==> src/rtl/uart_tx_frame_if.sv <==
// Parallel-byte request side and serial-line status of the UART transmit framer.
// The master drives the byte request; the slave (framer) returns the serial line and Busy.
interface uart_tx_frame_if #(
  parameter int DATA_WIDTH     = 8,
  parameter int PRESCALE_WIDTH = 6
) ();
  logic [DATA_WIDTH-1:0]     P_DATA;
  logic                      Data_Valid;
  logic                      PAR_EN;
  logic                      PAR_TYP;
  logic [PRESCALE_WIDTH-1:0] Prescale;
  logic                      TX_OUT;
  logic                      Busy;

  modport master (
    output P_DATA, Data_Valid, PAR_EN, PAR_TYP, Prescale,
    input  TX_OUT, Busy
  );

  modport slave (
    input  P_DATA, Data_Valid, PAR_EN, PAR_TYP, Prescale,
    output TX_OUT, Busy
  );
endinterface

==> src/rtl/uart_tx_frame.sv <==
// UART TX framer: start, LSB-first data, optional parity, stop; each bit held Prescale CLK cycles.
// Start bit appears 1 cycle after accept; requests while Busy are dropped (no queue).
module uart_tx_frame #(
  parameter int DATA_WIDTH     = 8,
  parameter int PRESCALE_WIDTH = 6
) (
  input  logic            CLK,
  input  logic            RST,
  uart_tx_frame_if.slave  bus
);
  localparam int BIT_W = (DATA_WIDTH > 1) ? $clog2(DATA_WIDTH) : 1;

  typedef enum logic [2:0] {
    IDLE   = 3'd0,
    START  = 3'd1,
    DATA   = 3'd2,
    PARITY = 3'd3,
    STOP   = 3'd4
  } state_t;

  state_t                    r_state;
  logic [PRESCALE_WIDTH-1:0] r_edge_cnt;
  logic [PRESCALE_WIDTH-1:0] r_prescale;
  logic [BIT_W-1:0]          r_bit_cnt;
  logic [DATA_WIDTH-1:0]     r_data;
  logic                      r_par_en;
  logic                      r_par_typ;
  logic                      r_tx;
  logic                      r_busy;

  // Modulo subtraction: a latched Prescale of 0 yields a 2^PRESCALE_WIDTH cycle bit.
  logic [PRESCALE_WIDTH-1:0] w_last_edge;
  logic                      w_bit_done;
  logic [BIT_W-1:0]          w_next_bit;
  logic                      w_parity;

  assign w_last_edge = r_prescale - PRESCALE_WIDTH'(1);
  assign w_bit_done  = (r_edge_cnt == w_last_edge);
  assign w_next_bit  = r_bit_cnt + BIT_W'(1);
  assign w_parity    = r_par_typ ? ~^r_data : ^r_data;

  always_ff @(posedge CLK) begin
    if (RST) begin
      r_state    <= IDLE;
      r_edge_cnt <= '0;
      r_bit_cnt  <= '0;
      r_prescale <= '0;
      r_data     <= '0;
      r_par_en   <= 1'b0;
      r_par_typ  <= 1'b0;
      r_tx       <= 1'b1;
      r_busy     <= 1'b0;
    end else if (r_state == IDLE) begin
      r_tx       <= 1'b1;
      r_busy     <= 1'b0;
      r_edge_cnt <= '0;
      r_bit_cnt  <= '0;
      if (bus.Data_Valid) begin
        r_data     <= bus.P_DATA;
        r_par_en   <= bus.PAR_EN;
        r_par_typ  <= bus.PAR_TYP;
        r_prescale <= bus.Prescale;
        r_state    <= START;
        r_tx       <= 1'b0;
        r_busy     <= 1'b1;
      end
    end else if (!w_bit_done) begin
      r_edge_cnt <= r_edge_cnt + PRESCALE_WIDTH'(1);
    end else begin
      // Bit period complete: the registered line value for the next bit is set here.
      r_edge_cnt <= '0;
      case (r_state)
        START: begin
          r_state   <= DATA;
          r_bit_cnt <= '0;
          r_tx      <= r_data[0];
        end
        DATA: begin
          if (r_bit_cnt == BIT_W'(DATA_WIDTH - 1)) begin
            if (r_par_en) begin
              r_state <= PARITY;
              r_tx    <= w_parity;
            end else begin
              r_state <= STOP;
              r_tx    <= 1'b1;
            end
          end else begin
            r_bit_cnt <= w_next_bit;
            r_tx      <= r_data[w_next_bit];
          end
        end
        PARITY: begin
          r_state <= STOP;
          r_tx    <= 1'b1;
        end
        default: begin
          r_state <= IDLE;
          r_tx    <= 1'b1;
          r_busy  <= 1'b0;
        end
      endcase
    end
  end

  assign bus.TX_OUT = r_tx;
  assign bus.Busy   = r_busy;
endmodule
==> src/flat_wrapper.sv <==
// flat-port wrapper written by rule: the top's interface ports become plain ports
module uart_tx_frame_flat 
#(
  parameter int DATA_WIDTH     = 8,
  parameter int PRESCALE_WIDTH = 6
)
  (CLK, RST, bus_P_DATA, bus_Data_Valid, bus_PAR_EN, bus_PAR_TYP, bus_Prescale, bus_TX_OUT, bus_Busy);
  uart_tx_frame_if #(.DATA_WIDTH(DATA_WIDTH), .PRESCALE_WIDTH(PRESCALE_WIDTH)) bus_i ();
  input  logic CLK;
  input  logic RST;
  input wire logic [$bits(bus_i.P_DATA)-1:0] bus_P_DATA;
  input wire logic [$bits(bus_i.Data_Valid)-1:0] bus_Data_Valid;
  input wire logic [$bits(bus_i.PAR_EN)-1:0] bus_PAR_EN;
  input wire logic [$bits(bus_i.PAR_TYP)-1:0] bus_PAR_TYP;
  input wire logic [$bits(bus_i.Prescale)-1:0] bus_Prescale;
  output wire logic [$bits(bus_i.TX_OUT)-1:0] bus_TX_OUT;
  output wire logic [$bits(bus_i.Busy)-1:0] bus_Busy;
  assign bus_i.P_DATA = bus_P_DATA;
  assign bus_i.Data_Valid = bus_Data_Valid;
  assign bus_i.PAR_EN = bus_PAR_EN;
  assign bus_i.PAR_TYP = bus_PAR_TYP;
  assign bus_i.Prescale = bus_Prescale;
  assign bus_TX_OUT = bus_i.TX_OUT;
  assign bus_Busy = bus_i.Busy;
  uart_tx_frame #(.DATA_WIDTH(DATA_WIDTH), .PRESCALE_WIDTH(PRESCALE_WIDTH)) u_core (.CLK(CLK), .RST(RST), .bus(bus_i));
endmodule
==> config.mk <==
export PLATFORM = sky130hd
export DESIGN_NAME = uart_tx_frame_flat
export DESIGN_NICKNAME = d
export VERILOG_FILES = /design/src/rtl/uart_tx_frame_if.sv /design/src/rtl/uart_tx_frame.sv /design/src/flat_wrapper.sv
export SDC_FILE = /design/constraint.sdc
export NUM_CORES = 1
export LEC_CHECK = 0
export CELL_PAD_IN_SITES_DETAIL_PLACEMENT = 1
export CELL_PAD_IN_SITES_GLOBAL_PLACEMENT = 1
export CORE_MARGIN = 2
export CORE_UTILIZATION = 43
export CTS_CLUSTER_SIZE = 12
export DETAILED_ROUTE_END_ITERATION = 12
export PLACE_DENSITY_LB_ADDON = 0.25
export SYNTH_ARGS = -nofsm -noshare
export SYNTH_HDL_FRONTEND = slang
export SYNTH_SLANG_ARGS = --single-unit
export TNS_END_PERCENT = 5
==> constraint.sdc <==
create_clock -name CLK -period 5.1 [get_ports CLK]
set_clock_uncertainty 0.1 [all_clocks]
set_input_delay 0.51 -clock CLK [delete_from_list [all_inputs] [get_ports CLK]]
set_output_delay 0.51 -clock CLK [all_outputs]
set_load 0.01 [all_outputs]
# After elaboration in Yosys (flattened, before gate mapping)
# Index checks and enable logic that the tools add are counted.
[totals]
register_bits = 30
input_bits = 19
output_inout_bits = 2
[op_classes]
n_addsub = 3
order_cmp = 1
eq_ne = 9
muxes = 21
reduce_logical = 12
[ops]
columns = ["operator", "n"]
rows = [
  ["2-to-1 mux 3 bit", 6],
  ["2-to-1 mux 1 bit", 11],
  ["one-hot mux 3 bit (3 select lines)", 1],
  ["XNOR reduction 8 bit", 1],
  ["XOR reduction 8 bit", 1],
  ["adder 6 x 1 -> 6 bit (second input constant)", 1],
  ["== test 3 x 2 -> 1 bit (second input constant)", 2],
  ["== test 6 bit", 1],
  ["one-hot mux 3 bit (2 select lines)", 1],
  ["AND reduction 3 bit", 2],
  ["OR reduction 3 bit", 2],
  ["subtractor 6 x 1 -> 6 bit (second input constant)", 1],
  ["less-than comparator 3 x 4 -> 1 bit (second input constant)", 1],
  ["inequality test 2 bit (second input constant)", 2],
  ["AND reduction 2 bit", 2],
  ["nonzero test 2 bit", 2],
  ["adder 3 x 1 -> 3 bit (second input constant)", 1],
  ["binary-select mux 1 bit (select 3 bit)", 1],
  ["== test 3 x 1 -> 1 bit (second input constant)", 1],
  ["== test 3 bit (second input constant)", 1],
  ["zero test 3 bit", 1],
  ["inequality test 3 x 1 -> 1 bit (second input constant)", 1],
  ["inequality test 2 x 1 -> 1 bit (second input constant)", 1],
  ["one-hot mux 1 bit (2 select lines)", 1],
  ["OR reduction 2 bit", 1],
]

# Logic depth before layout (Yosys ltp)
[depth]
ltp_word = 7
ltp_mapped = 8
mapped_depth_nobuf = 8

# Least setup slack after synthesis
# OpenSTA, ideal clock, no wires.
[synth_timing]
path_kind = "reg2reg"
from = "reg u_core.r_prescale[0]"
to = "reg u_core.r_bit_cnt[1]"
setup_time_ns = 0.115
t_arrival_ns = 1.692
required_time_ns = 4.885
slack_ns = 3.192
path_stages_with_launch = 9
n_path_buf = 0
path_cell_list = "dfxtp_1 > inv_1 > ha_1 > and2_1 > a21boi_1 > o32ai_2 > nor4_2 > and3_1 > a31o_1"
[synth_via]
elab_chain_len = 3
[synth_rtl]
columns = ["item", "line", "source"]
rows = [
  ["start, declared", "uart_tx_frame.sv:23", "logic [PRESCALE_WIDTH-1:0] r_prescale;"],
  ["start signal, assigned", "uart_tx_frame.sv:62", "r_prescale <= bus.Prescale;"],
  ["subtractor 6 x 1 -> 6 bit", "uart_tx_frame.sv:37", "assign w_last_edge = r_prescale - PRESCALE_WIDTH'(1);"],
  ["== test 6 bit", "uart_tx_frame.sv:38", "assign w_bit_done = (r_edge_cnt == w_last_edge);"],
  ["AND reduction 3 bit (no line)", "n/a", ""],
  ["end signal, assigned", "uart_tx_frame.sv:88", "r_bit_cnt <= w_next_bit;"],
  ["end, declared", "uart_tx_frame.sv:24", "logic [BIT_W-1:0] r_bit_cnt;"],
]
# No other way between the ends.
# A chain may end at the register's enable or synchronous reset.

# Final worst setup path
[layout_timing]
from = "reg u_core.r_prescale[0]"
to = "reg u_core.r_bit_cnt[2]"
# Same word-level chain as after synthesis.

==> parameters.txt <==
Parameter                              Value

Timing
  Post-Route Setup TNS    0 ns
  Actual transition at the worst max-transition pin    0.898 ns
  Number of hold violations in the final report    0
  Pins Over Slew Limit    0
  Setup slack after layout    2.94 ns
  Unrepaired setup endpoints after global routing    no
  Number of setup violations in the final report    0
  Min Clock Period, post-route    2.16 ns
  Worst max-slew margin expressed relative to the limit    39.9%
  Fraction of the cycle the final worst path needs    approximately 42%
  FMAX    464 MHz

Routing
  Number of DRC violations after detailed routing    0
  Total Wirelength    3460 µm
  Routed vias/inst    5.34
  Drt wl/cell    ~14 µm
  First-pass iteration count of the detailed router    4
  Starting DRT DRC Count    49
  Remaining number of nets flagged by the antenna check after routing    0
  Number of vias in the routed layout    1313

Worst hold path
  Launch instance of the worst min-delay path    u_core.r_data[4]$_SDFFE_PP0P_
  Class of the worst hold path    reg2reg
  Hold Path Cell Cnt    2
  Min-Delay Endpoint    u_core.r_data[4]$_SDFFE_PP0P_

Global routing
  Global-route wire length before repair    6310 µm
  Antenna violations before repair    0
  Gr usage total    20.2%
  Maximum number of pins on one net before global-route repair    27
  Residual overflow from global routing    0
  Number of global-route vias before repair    1409

Yosys
  Yosys top cell by area    dfxtp_1
  Largest cells by area after synthesis    dfxtp_1, nand2_1, a21oi_1
  Post-Syn Area    0.00153 mm²
  Post-Syn Nets    203
  Area share of the largest cell type after synthesis    39.2%
  Leading cell type by number of instances after synthesis    nand2_1
  Cell count after synthesis    180
  Post-synthesis average cell area    around 8.5 µm²
  Main synth FF type    dfxtp_1
  Top cell types by occurrence after synthesis    nand2_1, dfxtp_1, a21oi_1, nor2_1, xnor2_1
  Ys async rst share    0%
  Synthesized flop and latch total    30
  Number of synthesized flops with an enable pin    0
  Sequential fraction of the synthesis area    39.2%
  Synth cell types    42
  Yosys warning total    0

Setup path
  Critical path class    reg2reg
  CP arrival    2.29 ns
  Crit-path max FO    4
  Cell Chain, Critical Path    inv_1 -> ha_1 -> and2_1 -> a21boi_1 -> o32ai_2 -> nor4_2 -> and3_1 -> a31o_1
  Worst path buffer plus inverter count    1
  Kind of start point of the critical path    flop
  Worst Setup End Kind    flop
  Critical path required time    5.23 ns
  Beginning of the worst register-to-register path    u_core.r_prescale[0]$_SDFFE_PP0P_
  R2r setup slk    around 2.9 ns
  Delay of the slowest critical-path stage    0.42 ns
  Cell with the biggest individual delay on the critical path    dfxtp_1
  Reg2Reg Depth    8
  Crit path max-delay family    compound AO/OA/AOI/OAI gates
  RR Endpoint    u_core.r_bit_cnt[2]$_SDFFE_PP0P_

Clock network
  CTS root buffer    clkbuf_4
  Post-CTS sizing    0
  Total CTS buffers    5
  Number of buffers inserted for hold repair after clock tree synthesis    0
  Clock Path Buffers    2
  Register clock-pin slew on the reported worst setup and hold paths    0.09 ns
  Clock H-tree levels    2
  TritonCTS clock tree    yes
  Number of clock sinks    30
  Number of buffers inserted to repair setup after CTS    0
  Clock latency on the worst-skew pair    around 0.33 ns

Pwr
  Power Dens Cells    261 mW/mm²
  Worst vdd rail ir drop    150 µV
  P_leak    0.668 nW

Floorplanning
  IO Pins    21
  Core Rows    21
  Placeable Area    0.00339 mm²
  Initial core utilization    between 40% and 50%
  Chip Height    63.7 µm
  Area of the die    0.00405 mm²
  Width of the die    63.7 µm

Placement
  Post-placement worst setup slack    around 2.6 ns
  Final RePlAce weighted congestion    ~0.78
  Cell area after placement    0.00176 mm²
  Count of buffers from port buffering    20
  HPWL after detailed placement    2700 µm

Finish
  Net count reported at finish    approximately 220
  Ratio of cells with drive above 1 in the final layout    under 10%
  Area growth from synthesis to layout    17.9%
  Number of fill cells in the layout    between 400 and 500
  Diode insertion count for antenna repair    0
  Layout Cell Area excl Fill    0.00180 mm²

Run
  Max cap viols    0

Run status
  Result of the run    completed
==> how the worst max path moves through the flow <==
| stage | from | to | slack, ns | cells past startpoint |
|---|---|---|---|---|
| 2_1_floorplan | u_core.r_prescale[0]$_SDFFE_PP0P_ | u_core.r_bit_cnt[1]$_SDFFE_PP0P_ | 3.19 | 8 |
| 5_1_grt | RST | u_core.r_edge_cnt[2]$_SDFF_PP0_ | 2.76 | 4 |
| 4_1_cts | RST | u_core.r_edge_cnt[3]$_SDFF_PP0_ | 2.91 | 4 |
| 3_5_place_dp | RST | u_core.r_edge_cnt[3]$_SDFF_PP0_ | 2.55 | 4 |
| 6_report | u_core.r_prescale[0]$_SDFFE_PP0P_ | u_core.r_bit_cnt[2]$_SDFFE_PP0P_ | 2.94 | 8 |
| 3_3_place_gp | RST | u_core.r_bit_cnt[1]$_SDFFE_PP0P_ | 2.64 | 4 |
==> logic make-up after synthesis <==
kind of cell	share of synthesized area [%]
buffers and inverters	3.76
and+or+nand+nor	23.1
adders and majority gates	3.27
AOI/OAI and AO/OA	15.9
DFF	39.2
muxes	3.68
xor gates and xnor gates	11.1
==> worst reg2reg max path: cells and delay by family (launching register included) <==
kind                     cells  cell delay, ns
buffers and inverters        1            0.08
AO/OA/AOI/OAI                3            0.73
AND/OR/NAND/NOR              3            0.50
adder cells (fa/ha/maj)      1            0.23
flip-flops                   1            0.42
==> sequential cells by signal (all words and copies together) (netlist names) <==
register,count
u_core.r_prescale,6
u_core.r_edge_cnt,6
u_core.bus.Busy,1
u_core.r_state,3
u_core.r_par_typ,1
u_core.r_data,8
u_core.bus.TX_OUT,1
u_core.r_bit_cnt,3
u_core.r_par_en,1
==> layout make-up <==
cell class / instances / area [µm²] / area share [%]
multi-input cells: 136 / 872 / 48.3
flip-flops and latches: 30 / 601 / 33.3
repair buffers: 20 / 200 / 11.1
well taps: 46 / 57.6 / 3.19
clock buffers: 5 / 37.5 / 2.08
inverters: 7 / 26.3 / 1.46
clock inverters: 2 / 10.0 / 0.555
==> routing by layer <==
layer  part of all wire (%)  track usage, %  wire length (µm)
met1                     42            23.1              1450
met2                     52            35.3              1810
met3                    4.3            5.89               149
met4                    1.5            7.34                51
met5                      0               0                 0
==> placed cells by master, fill, tap and decap left out, drive strengths merged, types with 3 or more instances in the layout <==
master         Yosys  layout
a21oi             19      19
a31o               3       3
and3               4       4
clkbuf             4       5
clkdlybuf4s50      0      20
dfxtp             30      30
ha                 4       4
inv                7       7
nand2             36      36
nand2b             4       4
nand3              4       4
nor2              13      13
nor3               3       3
o21ai              8       8
xnor2             10      10
xor2               6       6
==> report_power, final <==
group / switching, mW / internal [mW] / leakage [nW]
Clock: 0.0795 / 0.0494 / 0.0308
Sequential: 0.0112 / 0.245 / 0.245
Combinational: 0.0408 / 0.0440 / 0.392
==> metrics by stage <==
step	utilization [%]	instances	power, mW	hold slack [ns]
after floorplan	-	180	0.318	0.341
after global placement	51.8	239	0.343	0.362
after detailed placement	51.8	239	0.348	0.378
after CTS	53.2	246	0.477	0.394
after global routing	53.2	246	0.502	0.419
final	53.2	246	0.470	0.389
No activity file was read; power rests on OpenSTA's default activity.
==> RTL edit 1: new RTL, same settings <==
`DATA_WIDTH` is set to 8 in 3 places; all go to 16.
--- a/src/rtl/uart_tx_frame_if.sv
+++ b/src/rtl/uart_tx_frame_if.sv
@@ -1,7 +1,7 @@
 // Parallel-byte request side and serial-line status of the UART transmit framer.
 // The master drives the byte request; the slave (framer) returns the serial line and Busy.
 interface uart_tx_frame_if #(
-  parameter int DATA_WIDTH     = 8,
+  parameter int DATA_WIDTH     = 16,
   parameter int PRESCALE_WIDTH = 6
 ) ();
   logic [DATA_WIDTH-1:0]     P_DATA;
--- a/src/rtl/uart_tx_frame.sv
+++ b/src/rtl/uart_tx_frame.sv
@@ -1,7 +1,7 @@
 // UART TX framer: start, LSB-first data, optional parity, stop; each bit held Prescale CLK cycles.
 // Start bit appears 1 cycle after accept; requests while Busy are dropped (no queue).
 module uart_tx_frame #(
-  parameter int DATA_WIDTH     = 8,
+  parameter int DATA_WIDTH     = 16,
   parameter int PRESCALE_WIDTH = 6
 ) (
   input  logic            CLK,
--- a/src/flat_wrapper.sv
+++ b/src/flat_wrapper.sv
@@ -1,7 +1,7 @@
 // flat-port wrapper written by rule: the top's interface ports become plain ports
 module uart_tx_frame_flat 
 #(
-  parameter int DATA_WIDTH     = 8,
+  parameter int DATA_WIDTH     = 16,
   parameter int PRESCALE_WIDTH = 6
 )
   (CLK, RST, bus_P_DATA, bus_Data_Valid, bus_PAR_EN, bus_PAR_TYP, bus_Prescale, bus_TX_OUT, bus_Busy);
Interface: changed (resized bus_P_DATA); port bits go from 21 to 29. No check against the original RTL was run, so the function may have changed too.
==> RTL edit 1 against the original RTL <==
  * Worst setup slack lost 0.75 ns
  * Cell area is 36% higher
  * Utilization increased by 2.0 points
  * Sequential power increased by 38%
  * Power increased by 79%
  * First-iteration DRC count up 80%
  * Synthesized area rose by 32%
  * Routed wire length rose by 41%
  * Non-clock buffer count rose by 9
  * Worst hold slack about the same
  * Sequential cell count is 9 higher
  * Critical endpoint is now u_core.bus.TX_OUT
  * Largest power group unchanged
==> RTL edit 1: results (changes against the original RTL) <==
[run_status]
outcome=completed

[clock_network]
post_cts_resized=0  ; unchanged
postCtsSetupBuffers=0  ; unchanged
cts-buffers-inserted=5  ; unchanged
clk_pin_slew_ns=0.08
root_buffer=clkbuf_8
htree_levels=2  ; unchanged
insertion_delay_ns=0.29  ; -0.04 ns
clk_path_buf_depth=2  ; unchanged

[global_route]
antenna_found_initial=0  ; unchanged
gr-usage-all-layers_pct=20.8  ; +0.67 points
grt_start_max_net_pins=36  ; +33%
grt_pass1_wl_um=8480  ; +34%
first_global_vias=1807  ; +28%

[placement]
hpwl_um=3470  ; +28%
place_area_mm2=0.00232  ; +32%
gp_congestion=0.782  ; about the same
portBuffers=28  ; +40%
preCtsSetupSlack_ns=2.22  ; -0.327 ns

[route]
vias_per_cell=5.49  ; +2.9%
firstDrtPassIters=4  ; unchanged
drt_iter0_drc=88  ; +80%
drt_wl_total_um=4880  ; +41%
drcViolationCount=0  ; unchanged

[synth]
mappedNetlistNets=272  ; +34%
synthTopCellsByCount=nand2_1 (57), dfxtp_1 (39), a21oi_1 (30), xnor2_1 (18), nor2_1 (14)
synth-warning-count=0  ; unchanged
ys_async_sr_fraction_pct=0  ; unchanged
synth_seq_area_share_pct=38.7  ; -0.51 points
yosysUniqueCellTypes=43  ; +2.4%
synth-main-ff-cell=dfxtp_1
yosys-top-cells-area=dfxtp_1 (39%), nand2_1 (11%), xnor2_1 (7.8%)

[final_layout]
drive_gt1_share_pct=6.77  ; -1.7 points
n_antenna_cell=0  ; unchanged
nFillCells=526  ; +26%
reg_top3=u_core.r_data (16), u_core.r_edge_cnt (6), u_core.r_prescale (6)
final_nets=295  ; +32%

[hold_path]
worstHoldPathType=register to register

[pwr]
p_sw_w=0.000226  ; +72%
vdd_drop_max_uv=145  ; -3.5%
leakagePower_nw=0.872  ; +31%

[worst_setup_path]
crit_fanout=9  ; +5
arrival_ns=2.97  ; +0.68 ns

[flow_run]
cap_violations=0  ; unchanged

[sta]
relSlewSlack_pct=35.8  ; -4.2 points

==> RTL edit 1: cells by family (layout without fill, tap and decap cells) <==
family	Yosys count	in the layout	synth area share (%)
AOI/OAI and AO/OA	51	51	15.1
xor gates and xnor gates	27	27	12.4
adders and majority gates	3	3	1.86
buffers and inverters	19	43	3.60
DFF	39	39	38.7
muxes	6	6	6.08
and+or+nand+nor	97	97	22.2
==> RTL edit 1: worst paths after layout <==
| check | start | depth (start not counted) | slack (ns) | end |
|---|---|---|---|---|
| setup / recovery | u_core.r_bit_cnt[0] | 7 | 2.20 | u_core.bus.TX_OUT |
| setup reg to reg | u_core.r_bit_cnt[0] | 7 | 2.20 | u_core.bus.TX_OUT |
| hold reg to reg | u_core.r_prescale[5] | 2 | 0.39 | u_core.r_prescale[5] |
| hold / removal | u_core.r_prescale[5] | 2 | 0.39 | u_core.r_prescale[5] |
==> RTL edit 1: cell type report <==
| cell class | instances | share of cell area [%] |
|---|---|---|
| Clock buffer | 5 | 2.80 |
| Sequential cell | 39 | 31.8 |
| Clock inverter | 3 | 2.75 |
| Tap cell | 52 | 2.65 |
| Inverter | 6 | 0.917 |
| Multi-Input combinational cell | 184 | 47.3 |
| Timing Repair Buffer | 29 | 11.7 |
==> RTL edit 1: per-stage QoR <==
step | instances | power (W) | util [%]
2_1_floorplan | 242 | 0.000481 | -
3_3_place_gp | 310 | 0.000532 | 52.2
3_5_place_dp | 310 | 0.000539 | 52.2
4_1_cts | 318 | 0.000849 | 55.2
5_1_grt | 318 | 0.000886 | 55.2
6_report | 318 | 0.000841 | 55.2
==> RTL edit 1: metal layers <==
layer / GRT usage (%) / part of all wire, % / up-vias
met5: 0 / 0 / -
met2: 35.4 / 48 / 26
met4: 5.97 / 1.2 / 0
met1: 26.8 / 48 / 845
met3: 4.31 / 2.6 / 6
li1: - / - / 870
==> RTL edit 1: worst max-delay path, stage by stage (launching register included) <==
cell	delay [ns]
dfxtp_1	0.50
ha_1	0.25
xor2_1	0.47
mux4_2	0.57
mux4_2	0.48
o211ai_1	0.19
o21bai_1	0.13
a21oi_1	0.08
==> RTL edit 1: power by group through the flow <==
stage | registers, W | clock network (W) | logic [W]
after floorplan | 0.000350 | 0 | 0.000131
after global placement | 0.000357 | 0 | 0.000174
after detailed placement | 0.000359 | 0 | 0.000180
after CTS | 0.000352 | 0.000314 | 0.000183
after global routing | 0.000356 | 0.000329 | 0.000201
final | 0.000352 | 0.000307 | 0.000181
==> RTL edit 2: new RTL, same flow settings <==
Without the edit above. The 5 states of `state_t` get a one-hot encoding in 5 bits.
--- a/src/rtl/uart_tx_frame.sv
+++ b/src/rtl/uart_tx_frame.sv
@@ -10,12 +10,12 @@
 );
   localparam int BIT_W = (DATA_WIDTH > 1) ? $clog2(DATA_WIDTH) : 1;
 
-  typedef enum logic [2:0] {
-    IDLE   = 3'd0,
-    START  = 3'd1,
-    DATA   = 3'd2,
-    PARITY = 3'd3,
-    STOP   = 3'd4
+  typedef enum logic [4:0] {
+    IDLE   = 5'b00001,
+    START  = 5'b00010,
+    DATA   = 5'b00100,
+    PARITY = 5'b01000,
+    STOP   = 5'b10000
   } state_t;
 
   state_t                    r_state;
Function: no difference found for any inputs over 10 cycles, from zero or initial values and one cycle with RST high; not proved beyond that.
==> RTL edit 2 against the original RTL <==
  * First-iteration DRC count is 27% higher
  * Critical endpoint is now u_core.r_state[2]
  * Synthesized cell count is 7.8% higher
  * Power rose by 30%
  * Cell area up 10%
  * Worst setup slack got worse by 0.52 ns
  * Sequential cell count increased by 2
  * Routed wire length grew 15%
  * Synthesized area grew 8.7%
==> RTL edit 2: results (changes against the original RTL) <==
[synth]
synth_xor_area_share_pct=10.3  ; -0.81 points
muxShareOfSynthArea_pct=5.19  ; +1.5 points
syn_avg_cell_area_um2=8.57  ; +0.83%
synth_seq_area_share_pct=38.5  ; -0.72 points
synthTopCellsByCount=dfxtp_1 (32), nand2_1 (24), a21oi_1 (23), nand3_1 (19), nor2_1 (17)
yosys-top-cells-area=dfxtp_1 (39%), a21oi_1 (6.9%), nand3_1 (5.7%)
mappedNetlistNets=217  ; +6.9%
ys_async_sr_fraction_pct=0  ; unchanged

[route]
drt_wl_total_um=3990  ; +15%
wl_per_cell_um=15.3  ; +8.9%
m1WireLength_um=1730  ; +20%
dr_wl_met3_um=143  ; -4.0%
vias_per_cell=5.57  ; +4.4%

[placement]
place_inst=253  ; +5.9%
gp_congestion=0.833  ; +6.5%
place_area_mm2=0.00189  ; +7.5%

[clock_network]
clk_pin_slew_ns=0.07  ; -0.02 ns
insertion_delay_ns=0.28  ; -0.05 ns

[worst_setup_path]
crit_family=simple AND/OR/NAND/NOR gates
worstReg2RegStart=u_core.r_state[1]
rrSetupSlack_ns=2.42  ; -0.52 ns
critPathMaxStageDelay_ns=0.64  ; +0.22 ns

[global_route]
grt_pass1_wl_um=6840  ; +8.4%
first_global_vias=1566  ; +11%
gr-usage-all-layers_pct=20.9  ; +0.74 points
grtUsageMet2_pct=38.3  ; +3.0 points

[pwr]
vdd_drop_max_uv=147  ; -2.1%
leakagePower_nw=0.716  ; +7.2%

[final_layout]
nFillCells=453  ; +8.4%
final_nets=235  ; +5.4%

[hold_path]
hp-start=u_core.r_prescale[5]

[run_status]
outcome=completed

[sta]
tightest_slew_ns=0.908  ; +0.00997 ns

## RTL edit 2: cell types whose count changed in the layout (fill, tap and decap cells not counted), moves of 3 or more
| cell | before | now |
|---|---|---|
| xor2_1 | 6 | 9 |
| clkbuf_4 | 5 | 0 |
| nand3_1 | 3 | 19 |
| mux2i_1 | 0 | 3 |
| nand2_1 | 36 | 24 |
| clkbuf_8 | 0 | 7 |
| a31o_1 | 3 | 0 |
| inv_1 | 7 | 3 |
| and3_1 | 4 | 0 |
| nor2_1 | 12 | 17 |
| a21oi_1 | 19 | 23 |
## RTL edit 2: per-stage QoR
step | worst slack (ns) | power, W | hold slack, ns
finish | 2.42 | 0.000612 | 0.378
global route | 2.15 | 0.000645 | 0.401
CTS | 2.40 | 0.000619 | 0.378
detailed placement | 2.29 | 0.000408 | 0.370
global placement | 2.38 | 0.000402 | 0.351
floorplan | 3.09 | 0.000370 | 0.340
## RTL edit 2: area by class of cell
class	count	area, um2	area share [%]
clock buffer	7	96.3	4.85
inverter	3	11.3	0.567
multi-input combinational	150	976	49.2
sequential	32	641	32.3
tap	48	60.1	3.03
timing repair buffer	20	200	10.1
## RTL edit 2: cell families after synthesis
kind of cell,Yosys count
mux,6
fa+ha+maj,4
xor+xnor,18
compound gates,40
buf+inv,12
simple gates,82
flops,32
## RTL edit 2: where the power goes
| group | total, W | internal [W] | switching (W) |
|---|---|---|---|
| clock network | 0.000210 | 0.000120 | 0.0000899 |
| registers | 0.000282 | 0.000265 | 0.0000167 |
| logic | 0.000120 | 0.0000587 | 0.0000612 |
| total | 0.000612 | 0.000444 | 0.000168 |
## RTL edit 2: path summary, 6_finish.rpt
path	endpoint	cells after the start
max	u_core.r_state[2]	5
min	u_core.r_prescale[5]	2
max reg2reg	u_core.r_state[2]	5
min reg2reg	u_core.r_prescale[5]	2
